==> src/rtl/bpeb_weight_decoder.sv <==
// bpeb_weight_decoder
// Sequential decoder for BPEB-encoded weights. It rebuilds the signed weight
// from radix-4 Booth triplets one term per cycle. It also recounts the
// effective terms (ETC), so the count supplied with the weight can be checked.
// Optional build macro: BPEB_DEC_SKIP_ZERO_EN. When it is defined, DECODE
// jumps straight to the next effective, non-abandoned triplet. The decoded
// result is the same as in the default build; only the cycle count changes.
module bpeb_weight_decoder #(
  parameter int weight_width     = 16,
  parameter int num_groups       = (weight_width + 1) / 2,
  parameter int weight_bpr_width = num_groups * 3,
  parameter int ETC_width        = 4,
  parameter int acc_width        = weight_width + 2
) (
  input  logic                        clk,
  input  logic                        rst_n,
  input  logic                        in_valid,
  output logic                        in_ready,
  input  logic [weight_bpr_width-1:0] in_bpr,
  input  logic [ETC_width-1:0]        in_etc,
  input  logic [3:0]                  in_n_ap,
  output logic                        out_valid,
  input  logic                        out_ready,
  output logic [acc_width-1:0]        out_value,
  output logic [ETC_width-1:0]        out_etc,
  output logic                        out_etc_err,
  output logic                        busy
);

  localparam int IDX_W = (num_groups > 1) ? $clog2(num_groups) : 1;

  typedef enum logic [1:0] {
    IDLE   = 2'd0,
    DECODE = 2'd1,
    DONE   = 2'd2
  } state_t;

  state_t                      state_r, state_nxt_s;
  logic [weight_bpr_width-1:0] bpr_r;
  logic [ETC_width-1:0]        etc_r;
  logic [3:0]                  n_ap_r;
  logic [acc_width-1:0]        acc_r, acc_nxt_s;
  logic [ETC_width-1:0]        cnt_r, cnt_nxt_s;
  logic [IDX_W-1:0]            idx_r, idx_nxt_s;
  logic                        in_ready_r, busy_r;
  logic                        out_valid_r, out_etc_err_r;
  logic [acc_width-1:0]        out_value_r;
  logic [ETC_width-1:0]        out_etc_r;

  logic [IDX_W-1:0]            proc_idx_s;
  logic                        proc_en_s;
  logic                        proc_last_s;
  logic [2:0]                  trip_s;
  logic                        trip_eff_s;
  logic [2:0]                  digit_s;
  logic [acc_width-1:0]        term_s;
  logic                        accept_s;

  // Booth digit -2*b2 + b1 + b0 as a 3-bit two's-complement value
  function automatic logic [2:0] booth_digit(input logic [2:0] t);
    logic [2:0] d;
    case (t)
      3'b000:  d = 3'b000;
      3'b001:  d = 3'b001;
      3'b010:  d = 3'b001;
      3'b011:  d = 3'b010;
      3'b100:  d = 3'b110;
      3'b101:  d = 3'b111;
      3'b110:  d = 3'b111;
      3'b111:  d = 3'b000;
      default: d = 3'b000;
    endcase
    return d;
  endfunction

  assign accept_s = in_valid && in_ready_r;

`ifdef BPEB_DEC_SKIP_ZERO_EN
  logic [num_groups-1:0] eff_s;
  logic                  more_s;

  // Priority-encode the lowest effective, kept triplet at or above idx
  always_comb begin
    eff_s      = '0;
    proc_idx_s = idx_r;
    proc_en_s  = 1'b0;
    more_s     = 1'b0;
    for (int g = 0; g < num_groups; g++) begin
      eff_s[g] = (bpr_r[3*g +: 3] != 3'b000) && (bpr_r[3*g +: 3] != 3'b111) &&
                 (g >= int'(n_ap_r));
    end
    for (int g = num_groups - 1; g >= 0; g--) begin
      if (eff_s[g] && (g >= int'(idx_r))) begin
        proc_idx_s = IDX_W'(g);
        proc_en_s  = 1'b1;
      end else begin
        proc_en_s  = proc_en_s;
      end
    end
    for (int g = 0; g < num_groups; g++) begin
      if (proc_en_s && eff_s[g] && (g > int'(proc_idx_s))) begin
        more_s = 1'b1;
      end else begin
        more_s = more_s;
      end
    end
    proc_last_s = !more_s;
  end
`else
  // Walk every triplet in order; abandoned low groups are masked to zero
  always_comb begin
    proc_idx_s  = idx_r;
    proc_en_s   = int'(idx_r) >= int'(n_ap_r);
    proc_last_s = int'(idx_r) == (num_groups - 1);
  end
`endif

  // Current triplet, its digit and its weighted contribution
  always_comb begin
    trip_s     = proc_en_s ? bpr_r[3*int'(proc_idx_s) +: 3] : 3'b000;
    trip_eff_s = (trip_s != 3'b000) && (trip_s != 3'b111);
    digit_s    = booth_digit(trip_s);
    term_s     = {{(acc_width-3){digit_s[2]}}, digit_s} << {proc_idx_s, 1'b0};
  end

  // Next-state and accumulator update
  always_comb begin
    state_nxt_s = state_r;
    acc_nxt_s   = acc_r;
    cnt_nxt_s   = cnt_r;
    idx_nxt_s   = idx_r;
    case (state_r)
      IDLE: begin
        if (accept_s) begin
          state_nxt_s = DECODE;
          acc_nxt_s   = '0;
          cnt_nxt_s   = '0;
          idx_nxt_s   = '0;
        end else begin
          state_nxt_s = IDLE;
        end
      end
      DECODE: begin
        acc_nxt_s = acc_r + term_s;
        if (trip_eff_s) begin
          cnt_nxt_s = cnt_r + ETC_width'(1);
        end else begin
          cnt_nxt_s = cnt_r;
        end
        if (proc_last_s) begin
          state_nxt_s = DONE;
        end else begin
          idx_nxt_s = proc_idx_s + IDX_W'(1);
        end
      end
      DONE: begin
        if (out_valid_r && out_ready) begin
          state_nxt_s = IDLE;
        end else begin
          state_nxt_s = DONE;
        end
      end
      default: state_nxt_s = IDLE;
    endcase
  end

  // State register plus registered ready/busy flags derived from next state
  always_ff @(posedge clk or negedge rst_n) begin
    if (!rst_n) begin
      state_r    <= IDLE;
      in_ready_r <= 1'b1;
      busy_r     <= 1'b0;
    end else begin
      state_r    <= state_nxt_s;
      in_ready_r <= (state_nxt_s == IDLE);
      busy_r     <= (state_nxt_s != IDLE);
    end
  end

  // Decode datapath registers and capture of the accepted weight
  always_ff @(posedge clk or negedge rst_n) begin
    if (!rst_n) begin
      acc_r  <= '0;
      cnt_r  <= '0;
      idx_r  <= '0;
      bpr_r  <= '0;
      etc_r  <= '0;
      n_ap_r <= 4'd0;
    end else begin
      acc_r <= acc_nxt_s;
      cnt_r <= cnt_nxt_s;
      idx_r <= idx_nxt_s;
      if (accept_s) begin
        bpr_r  <= in_bpr;
        etc_r  <= in_etc;
        n_ap_r <= in_n_ap;
      end
    end
  end

  // Result registers: loaded on the first DONE cycle, held until handshake
  always_ff @(posedge clk or negedge rst_n) begin
    if (!rst_n) begin
      out_valid_r   <= 1'b0;
      out_value_r   <= '0;
      out_etc_r     <= '0;
      out_etc_err_r <= 1'b0;
    end else if ((state_r == DONE) && !out_valid_r) begin
      out_valid_r   <= 1'b1;
      out_value_r   <= acc_r;
      out_etc_r     <= cnt_r;
      out_etc_err_r <= (cnt_r != etc_r);
    end else if ((state_r == DONE) && out_ready) begin
      out_valid_r   <= 1'b0;
    end
  end

  assign in_ready    = in_ready_r;
  assign busy        = busy_r;
  assign out_valid   = out_valid_r;
  assign out_value   = out_value_r;
  assign out_etc     = out_etc_r;
  assign out_etc_err = out_etc_err_r;

endmodule

==> config.mk <==
export PLATFORM = sky130hd
export DESIGN_NAME = bpeb_weight_decoder
export DESIGN_NICKNAME = d
export VERILOG_FILES = /design/src/rtl/bpeb_weight_decoder.sv
export SDC_FILE = /design/constraint.sdc
export NUM_CORES = 1
export LEC_CHECK = 0
export BUFFER_PORTS_ARGS = -buffer_cell sky130_fd_sc_hd__clkbuf_2
export CELL_PAD_IN_SITES_DETAIL_PLACEMENT = 2
export CELL_PAD_IN_SITES_GLOBAL_PLACEMENT = 2
export CORE_MARGIN = 5
export CORE_UTILIZATION = 38
export CTS_CLUSTER_DIAMETER = 40
export CTS_CLUSTER_SIZE = 28
export DETAILED_ROUTE_END_ITERATION = 6
export PLACE_DENSITY_LB_ADDON = 0.1
export SYNTH_ARGS = -nofsm -noshare
export SYNTH_HDL_FRONTEND = slang
export SYNTH_SLANG_ARGS = --single-unit
==> constraint.sdc <==
create_clock -name clk -period 5.06 [get_ports clk]
set_input_delay 1.012 -clock clk [delete_from_list [all_inputs] [get_ports clk]]
set_output_delay 1.012 -clock clk [all_outputs]
set_load 0.1 [all_outputs]
Word-level counts from Yosys, hierarchy flattened
Memories as Yosys holds them, arrays and structs flattened.
Cells that the tools add are included.
{"block": "classes", "n_lt_le_gt_ge": 1, "addsub": 3, "reduce_logical": 15, "shifts": 2, "eq_ne": 8, "mul": 1, "muxes": 15}
{"operator": "18-bit one-hot mux with 2 select lines", "n": 1}
{"operator": "24-bit by 6-bit variable part select with 3-bit output", "n": 1}
{"operator": "18-bit adder", "n": 1}
{"operator": "18-bit two-way mux", "n": 1}
{"operator": "18-bit by 4-bit left shift with 18-bit output", "n": 1}
{"operator": "3-bit two-way mux", "n": 3}
{"operator": "4-bit two-way mux", "n": 2}
{"operator": "4-bit one-hot mux with 2 select lines", "n": 1}
{"operator": "2-bit inequality test, second input constant", "n": 3}
{"operator": "2-bit one-hot mux with 3 select lines", "n": 1}
{"operator": "3-bit one-hot mux with 2 select lines", "n": 1}
{"operator": "3-bit AND reduction", "n": 2}
{"operator": "2-bit nonzero test", "n": 3}
{"operator": "1-bit logical AND", "n": 5}
{"operator": "2-bit by 3-bit multiplier with 5-bit output, first input constant", "n": 1}
{"operator": "4-bit by 1-bit adder with 4-bit output, second input constant", "n": 1}
{"operator": "3-bit by 4-bit greater-or-equal comparator with 1-bit output", "n": 1}
{"operator": "2-bit zero test", "n": 2}
{"operator": "2-bit two-way mux", "n": 2}
{"operator": "4-bit inequality test", "n": 1}
{"operator": "3-bit by 1-bit adder with 3-bit output, second input constant", "n": 1}
{"operator": "3-bit by 1-bit == test with 1-bit output, second input constant", "n": 1}
{"operator": "1-bit two-way mux", "n": 3}
{"operator": "3-bit inequality test, second input constant", "n": 1}
{"operator": "other kinds (5)", "n": 5}
{"block": "word_totals", "mem_count": 1, "output_inout_bits": 26, "inputBits": 36, "romBits": 24, "reg_bits": 85, "word_cells": 59}
{"name": "(no name shown)", "words": 8, "word_bits": 3, "rd": 1, "rd_clocked_by_memory_dff": 0, "wr": 0, "line": "62", "source": "case (t)"}

Depth between registers and ports, before layout
Gate-level depths: netlist (run 1).
{"block": "depth", "word_depth": 7, "mapped_depth": 20, "mapped_depth_nobuf": 18}

Least setup slack after synthesis (run 1)
Ideal clock, no wire load.
{"block": "synth_path", "path_type": "reg2reg", "startpoint": "register idx_r[0]", "endpoint": "register acc_r[17]", "path_stages_with_launch": 21, "arrival_ps": 4173, "slack_ps": 763, "period_less_slack_ps": 4297, "t_required_ps": 4936, "path_buffers": 2, "setup_time_ps": 124, "path_cell_list": "dfrtp_1 > buf_6 > clkbuf_1 > inv_1 > ha_1 > nand2b_1 > a211o_1 > and3_1 > ha_1 > nor2_4 > a21o_1 > nand2_1 > o21ai_0 > ha_1 > and3_1 > and3_1 > o21ai_0 > a21oi_1 > or3_1 > and3_1 > a211o_1"}
{"block": "synth_via", "elab_chain_cells": 7, "elab_cells_between_ends": 8, "classes_between": "add/sub (1); mul (1); order compare (1); shift (2); mux (2); memory (1)"}
{"element": "start: declaration", "line": "44", "source": "logic [IDX_W-1:0] idx_r, idx_nxt_s;"}
{"element": "start signal: assignment", "line": "192", "source": "idx_r <= idx_nxt_s;"}
{"element": "2-bit by 3-bit multiplier with 5-bit output", "line": "120", "source": "trip_s = proc_en_s ? bpr_r[3*int'(proc_idx_s) +: 3] : 3'b000;"}
{"element": "24-bit by 6-bit variable part select with 3-bit output", "line": "120"}
{"element": "3-bit two-way mux", "line": "120"}
{"element": "memory 8 x 3 bit"}
{"element": "18-bit by 4-bit left shift with 18-bit output *", "line": "123", "source": "term_s = {{(acc_width-3){digit_s[2]}}, digit_s} << {proc_idx_s, 1'b0};"}
{"element": "18-bit adder *", "line": "144", "source": "acc_nxt_s = acc_r + term_s;"}
{"element": "18-bit one-hot mux with 2 select lines *", "line": "132", "source": "case (state_r)"}
{"element": "end signal: assignment", "line": "190", "source": "acc_r <= acc_nxt_s;"}
{"element": "end: declaration", "line": "42", "source": "logic [acc_width-1:0] acc_r, acc_nxt_s;"}
Mark *: on every way between the ends. The rest lies on a longest branch, timed or not.
A chain may end at the register's enable or synchronous reset.

Worst setup path after layout (run 1)
Same ends and word-level chain as after synthesis.

==> run metrics, run 1 <==
ANT cells=0; Longest Clk Path Bufs=2; final worst path period share=94.19%; Cells after Synth=418; Fmax achieved=209.8 MHz; number of buffers added on ports=61; skew final=6.467 ps; crit path max fanout=15; CORE AREA=0.01196 mm^2; syn avg cell area=11.08 um^2; Initial Utilization=38.70%; CTS tree=yes; clk slew on worst S/H paths=60 ps; worst hold path class=register to register; post-CTS setup buffers=0; largest family of logic cells by synthesized area=multiplexers; most common cell after layout, fill and taps aside=dfrtp_1; CTS H-Tree Depth=3; RSZ-0062 raised after global routing=no; fraction of registers with async set or reset after synthesis=100.0%; iteration count of the initial detailed-routing pass=4; post-synthesis adder-cell area fraction=7.459%; max-cap viol count=0; Ys Warns=0; Synth Area in Simple Gates=10.76%; Synth Net Count=481; DRT iter0 DRCs=83; Sink Count=85; critical path type=register to register; Worst setup SP type=register; Routed Antenna Nets=0; Post-synth EDFFs=0; synth unique cells=43; worst path required time=5290 ps; crit path DAT=5000 ps; Synth Cell Area=0.004629 mm^2; most frequent cells in the layout=dfrtp_1 (83), clkbuf_2 (60), mux2_2 (57), nand2_1 (34), o21ai_0 (34); endpoints failing setup=0; Post-route DRC=0; CTS root buffer=clkbuf_16; dpl ws=-1.367 ps; pin count of the biggest net entering global routing=45; cell taking the most area after synthesis=dfrtp_1; clock period minus worst slack=4766 ps; final setup margin=294.0 ps; DP HPWL=8663 um; Post-Synth XOR/XNOR Area=3.027%; Overflow after GRT=0; Vert. Die Dim=120.4 um; Slew @ Worst Pin=1108 ps; Tot GR Track Use=17.81%; post-synthesis mux area share=18.08%; compound-gate portion of the synthesized area=11.86%; layout cell share with drive strength beyond 1=30.98%; die area=0.01449 mm^2; Top FF cell, synth=dfrtp_1; Final Max Slew Viols=0; IO Count=62; final cell count without fillers=628; initial antenna violation count=0; via count=3457; area grow syn2layout=16.84%; Seq/Total Area, Yosys=45.97%; CTS Buf Count=9; critical path endpoint category=register; number of cells after detailed placement=612; Slew HR=26.07%; RePlAce Congestion=0.8104; top cell type's share of synthesized area=45.41%; worst skew pair latency=350 ps; row cnt=40; Avg Vias per Cell=5.505; largest cells by area after synthesis=dfrtp_1 (45%), mux2_2 (14%), ha_1 (7.0%); endpoints failing hold=0; total wire length=12000 um; vias in the first global route=3914; Yosys reg bits=85; chip width=120.4 um; first-pass GRT wire length=20340 um; Layout Nets=539; outcome=complete, no violations; Routed WL per cell=19.11 um
==> flip-flops by register name, indices dropped and copies added (netlist names), 3 cells and up <==
register	count
bpr_r	24
acc_r	18
out_value	18
cnt_r	4
etc_r	4
n_ap_r	4
out_etc	4
idx_r	3
==> final cells by class <==
cell class	count	area (um^2)
Fill cell	1241	6553
Multi-Input combinational cell	300	2376
Sequential cell	85	2132
Timing Repair Buffer	66	345.3
Clock buffer	12	246.5
Tap cell	147	183.9
Clock inverter	4	72.57
Inverter	14	52.55
==> cell usage after synthesis, types with 4 or more instances <==
cell type  number
nand3_1        10
a21oi_1        19
nor2_1         14
inv_1          14
xor2_1         11
nand2b_1        9
a21o_1          7
dfrtp_1        84
a31oi_1         6
and3_1          7
or3_1           5
clkbuf_1       15
o21ai_0        34
nor3_1          9
mux2_2         57
nand2_1        34
xnor2_1         5
o21bai_1        7
ha_1           26
mux4_1          4
==> metrics by stage <==
| step | TNS (ps) | util (%) | area, um^2 | hold slack [ps] |
|---|---|---|---|---|
| after global placement | 0 | 42.52 | 5086 | 483.5 |
| after floorplan | 0 | - | 4629 | 471.6 |
| final | 0 | 45.22 | 5409 | 506.3 |
| after global routing | 0 | 45.22 | 5409 | 516.8 |
| after CTS | 0 | 45.20 | 5406 | 510.0 |
| after detailed placement | -1.367 | 42.52 | 5086 | 491.5 |
==> critical path: stages, from the launching register on <==
cell and delay, ps:
dfrtp_4 580, inv_1 190, ha_1 250, nand2b_1 140
a211o_1 340, and3_1 200, ha_1 270, nor2_4 230
a21o_1 120, nand2_1 130, o21ai_0 350, ha_1 340
a21oi_1 270, o21bai_1 150, a21oi_1 200, a21oi_1 100
or3_1 330, and3_1 180, a211o_1 260
==> per-layer routing <==
layer  global-route usage [%]  share of wire (%)  vias to the layer above
met4                    7.649                2.2                        0
met3                    3.789                3.4                       16
met1                    21.77                 43                     1763
li1                         -                  -                     1620
met2                    30.35                 52                       58
met5                        0                  0                        -
==> path summary, 6_finish.rpt <==
check	end	cells past startpoint	slack (ps)	from
max in group asynchronous	idx_r[0]$_DFFE_PN0P_	2	3400	rst_n
min in group asynchronous	acc_r[1]$_DFFE_PN0P_	1	650	rst_n
worst min-delay path	out_value[11]$_DFFE_PN0P_	1	510	out_value[11]$_DFFE_PN0P_
worst max-delay path	acc_r[17]$_DFFE_PN0P_	18	290	idx_r[0]$_DFFE_PN0P_
worst max register to register	acc_r[17]$_DFFE_PN0P_	18	290	idx_r[0]$_DFFE_PN0P_
worst min register to register	out_value[11]$_DFFE_PN0P_	1	510	out_value[11]$_DFFE_PN0P_
==> cells by family after synthesis <==
| logic type | after synthesis |
|---|---|
| adder cells (fa/ha/maj) | 27 |
| AO/OA/AOI/OAI | 90 |
| XOR/XNOR | 16 |
| multiplexers | 67 |
| flip-flops | 85 |
| buffers and inverters | 33 |
| AND/OR/NAND/NOR | 100 |
==> what timing repair did <==
| item | 4_1_cts | 5_1_grt |
|---|---|---|
| hold buffers | 0 | 0 |
| setup endpoints to repair | 1 | 2 |
| resized for setup | 1 | 1 |
Power of run 1 is not shown: default switching activity piles up to over one toggle a cycle in this logic, so the estimate is an artifact.
==> run 2, diff against run 1 <==
--- a/config.mk
+++ b/config.mk
@@ -10,6 +10,7 @@
 export CELL_PAD_IN_SITES_GLOBAL_PLACEMENT = 2
 export CORE_MARGIN = 5
 export CORE_UTILIZATION = 38
+export CTS_BUF_LIST = sky130_fd_sc_hd__clkbuf_8
 export CTS_CLUSTER_DIAMETER = 40
 export CTS_CLUSTER_SIZE = 28
 export DETAILED_ROUTE_END_ITERATION = 6
==> run metrics, run 2 (synthesized netlist as in run 1, its figures left out) <==
Post-route DRC=0; hold wc startpoint=bpr_r[7]$_DFFE_PN0P_; Fmax achieved=210.6 MHz; met3 WL=409 um; CTS tree=yes; total wire length=11820 um; max reg flops=24; critical path type=register to register; worst hold path class=register to register; WL met1=5124 um; Routed Antenna Nets=0; Setup crit start=idx_r[0]$_DFFE_PN0P_; post-CTS setup buffers=0; Placed Area=0.005086 mm^2; crit-path cells=inv_1 -> ha_1 -> nand2b_1 -> a211o_1 -> and3_1 -> ha_1 -> nor2_4 -> a21o_1 -> nand2_1 -> o21ai_0 -> ha_1 -> a21oi_1 -> o21bai_1 -> a21oi_1 -> a21oi_1 -> or3_1 -> and3_1 -> a211o_1; Vert. Die Dim=120.4 um; Final Max Slew Viols=0; vias in the first global route=3933; CTS root buffer=clkbuf_8; clk slew on worst S/H paths=90 ps; final instance area=0.005308 mm^2; Initial Utilization=38.70%; Biggest register=bpr_r; fillers=1243; outcome=complete, no violations; area grow syn2layout=14.65%; slowest stage cell, crit path=dfrtp_4; via count=3424; Longest Clk Path Bufs=2; worst path required time=5320 ps; DRT iter0 DRCs=79; Slew @ Worst Pin=1066 ps; most frequent cells in the layout=dfrtp_1 (83), clkbuf_2 (60), mux2_2 (57), nand2_1 (34), o21ai_0 (34); chip width=120.4 um; iteration count of the initial detailed-routing pass=4; CORE AREA=0.01196 mm^2; first-pass GRT wire length=20220 um; RePlAce Congestion=0.8104; row cnt=40; final worst path period share=93.83%; endpoints failing setup=0; met2 routed WL=6025 um; DP HPWL=8663 um; endpoints failing hold=0; CTS H-Tree Depth=3; worst skew pair latency=380 ps; crit path DAT=5010 ps; skew final=10.87 ps; Worst setup SP type=register; number of buffers added on ports=61; Overflow after GRT=0; Layout Nets=539; ANT cells=0; Slew HR=28.86%; CP max stage delay=590 ps; initial antenna violation count=0; CTS Buf Count=9; die area=0.01449 mm^2; critical path endpoint category=register; most common cell after layout, fill and taps aside=dfrtp_1; Sink Count=85; IO Count=62; Routed WL per cell=18.82 um; pin count of the biggest net entering global routing=45; Final TNS setup=0 ps; max-cap viol count=0; RR Startpoint=idx_r[0]$_DFFE_PN0P_; layout cell share with drive strength beyond 1=30.98%; Avg Vias per Cell=5.452; clock period minus worst slack=4748 ps; crit path max fanout=15; top sig layer=met4; Tot GR Track Use=17.62%
## run 2: changes by cell type in the layout (fill, tap and decap cells not counted)
cell,before,now
inv_1,14,16
clkbuf_1,2,0
clkbuf_16,9,0
clkbuf_8,1,10
## run 2: path summary, 6_finish.rpt
check	end	slack (ps)	cells after the start
max	acc_r[17]$_DFFE_PN0P_	310	18
min	bpr_r[7]$_DFFE_PN0P_	510	1
max reg2reg	acc_r[17]$_DFFE_PN0P_	310	18
min reg2reg	bpr_r[7]$_DFFE_PN0P_	510	1
min in group asynchronous	acc_r[2]$_DFFE_PN0P_	620	1
max in group asynchronous	idx_r[0]$_DFFE_PN0P_	3420	2
## run 2: worst max-delay path, delay by kind of cell, from the launching register on
kind	cells	cell delay, ps
buffers and inverters	1	190
DFF	1	590
and+or+nand+nor	6	1220
AOI/OAI and AO/OA	8	1780
adders and majority gates	3	870
## run 2: area by class of cell
class                   instances  area (um^2)  share of cell area (%)
multi-input cells             300         2376                   44.77
flip-flops and latches         85         2132                   40.17
repair buffers                 66        345.3                   6.506
well taps                     147        183.9                   3.465
clock buffers                  10        137.6                   2.593
clock inverters                 6        80.08                   1.509
inverters                      14        52.55                  0.9901
## run 2: timing repair
action / 4_1_cts / 5_1_grt
hold buffers: 0 / 0
gates resized for setup: 1 / 1
gates cloned: 0 / 0
setup endpoints to repair: 1 / 2
## run 2: metal layers
layer / vias up / global-route usage, %
met5: - / 0
met4: 0 / 7.082
met3: 18 / 3.368
met2: 60 / 30.21
met1: 1732 / 21.83
li1: 1614 / -
## run 2: through the flow
step	setup slack, ps	hold WS (ps)	cells	util (%)
floorplan	763.1	471.6	418	-
global placement	155.2	483.5	612	42.52
detailed placement	-1.367	491.5	612	42.52
CTS	219.5	512.2	628	44.35
global route	-16.77	524.2	628	44.37
finish	312.4	508.8	628	44.37
Power of run 2 is left out for the same reason.
==> run 3, diff against run 2 <==
--- a/config.mk
+++ b/config.mk
@@ -8,7 +8,7 @@
 export BUFFER_PORTS_ARGS = -buffer_cell sky130_fd_sc_hd__clkbuf_2
 export CELL_PAD_IN_SITES_DETAIL_PLACEMENT = 2
 export CELL_PAD_IN_SITES_GLOBAL_PLACEMENT = 2
-export CORE_MARGIN = 5
+export CORE_MARGIN = 2
 export CORE_UTILIZATION = 38
 export CTS_BUF_LIST = sky130_fd_sc_hd__clkbuf_8
 export CTS_CLUSTER_DIAMETER = 40
==> run metrics, run 3 (synthesized netlist as in run 1, its figures left out) <==
Post-route DRC=0; skew final=7.169 ps; Fmax achieved=212.4 MHz; cell depth of the worst setup path=18; Biggest register=bpr_r; pin count of the biggest net entering global routing=86; layout cell share with drive strength beyond 1=31.25%; chip width=114.4 um; worst reg2reg path depth=18; Slew HR=25.23%; CP max stage delay=600 ps; endpoints failing hold=0; worst hold path class=register to register; IO Count=62; Top delay family on crit path=compound AO/OA/AOI/OAI gates; number of buffers added on ports=61; Worst setup SP type=register; Overflow after GRT=0; endpoints failing setup=0; CTS root buffer=clkbuf_8; Routed WL per cell=18.17 um; final worst path period share=93.06%; most frequent cells in the layout=dfrtp_1 (83), clkbuf_2 (60), mux2_2 (57), nand2_1 (34), o21ai_0 (34); critical path type=register to register; Routed Antenna Nets=0; RSZ-0062 raised after global routing=no; max-cap viol count=0; crit path DAT=4980 ps; Avg Vias per Cell=5.362; Vert. Die Dim=114.4 um; crit-path cells=inv_1 -> ha_1 -> nand2b_1 -> a211o_1 -> and3_1 -> ha_1 -> nor2_4 -> a21o_1 -> nand2_1 -> o21ai_0 -> ha_1 -> a21oi_1 -> o21bai_1 -> a21oi_1 -> a21oi_1 -> or3_1 -> and3_1 -> a211o_1; CTS H-Tree Depth=3; area grow syn2layout=14.24%; vias in the first global route=3671; DP HPWL=8229 um; die area=0.01308 mm^2; worst hold slack=509.4 ps; Final TNS setup=0 ps; Final Util=44.22%; clk slew on worst S/H paths=90 ps; RePlAce Congestion=0.7612; slowest stage cell, crit path=dfrtp_4; post-CTS setup buffers=0; Tot GR Track Use=18.95%; total wire length=11390 um; Sink Count=85; worst skew pair latency=380 ps; ANT cells=0; clock period minus worst slack=4709 ps; CTS Buf Count=9; CORE AREA=0.01196 mm^2; via count=3362; Longest Clk Path Bufs=2; most common cell after layout, fill and taps aside=dfrtp_1; outcome=complete, no violations; WP buf/inv=1; initial antenna violation count=0; max reg flops=24; critical path endpoint category=register; iteration count of the initial detailed-routing pass=4; Final Max Slew Viols=0; Initial Utilization=38.70%; crit path max fanout=15; worst path required time=5330 ps; Slew @ Worst Pin=1121 ps; DRT iter0 DRCs=71; first-pass GRT wire length=19060 um; row cnt=40; CTS tree=yes; Layout Nets=538; Worst Hold Depth=1
-- run 3: cell types whose count changed in the layout (fill, tap and decap cells not counted) --
cell       delta
buf_4         -1
bufinv_16     -1
clkinv_4      +1
inv_1         -2
inv_6         +2
-- run 3: cell type report --
cell class | count | area (um^2)
sequential | 85 | 2132
fill | 1242 | 6673
timing repair buffer | 65 | 337.8
inverter | 14 | 52.55
tap | 147 | 183.9
clock buffer | 10 | 137.6
multi-input combinational | 300 | 2376
clock inverter | 6 | 68.82
-- run 3: worst paths after layout --
kind	start	endpoint	slack [ps]
max in group asynchronous	rst_n	idx_r[0]$_DFFE_PN0P_	3480
worst max-delay path	idx_r[0]$_DFFE_PN0P_	acc_r[17]$_DFFE_PN0P_	350
worst min register to register	bpr_r[4]$_DFFE_PN0P_	bpr_r[4]$_DFFE_PN0P_	510
worst min-delay path	bpr_r[4]$_DFFE_PN0P_	bpr_r[4]$_DFFE_PN0P_	510
worst max register to register	idx_r[0]$_DFFE_PN0P_	acc_r[17]$_DFFE_PN0P_	350
min in group asynchronous	rst_n	out_value[3]$_DFFE_PN0P_	820
-- run 3: metal layers --
metal / part of all wire (%) / global-route usage (%) / vias to the layer above
li1: - / - / 1615
met5: 0 / 0 / -
met3: 2.9 / 4.500 / 13
met4: 1.5 / 6.016 / 0
met2: 50 / 32.58 / 52
met1: 45 / 23.57 / 1682
-- run 3: repair_timing --
item                                    4_1_cts  5_1_grt
hold buffers                                  0        0
gates resized for setup                       1        1
endpoints found under the setup margin        1        1
-- run 3: stage by stage --
stage                     setup slack (ps)  instance area (um^2)  std cells
after floorplan                      763.1                  4629        418
after global placement               159.1                  5079        611
after detailed placement             11.85                  5079        611
after CTS                            220.0                  5286        627
after global routing                 62.14                  5289        627
final                                350.9                  5289        627
Power of run 3 is left out for the same reason.
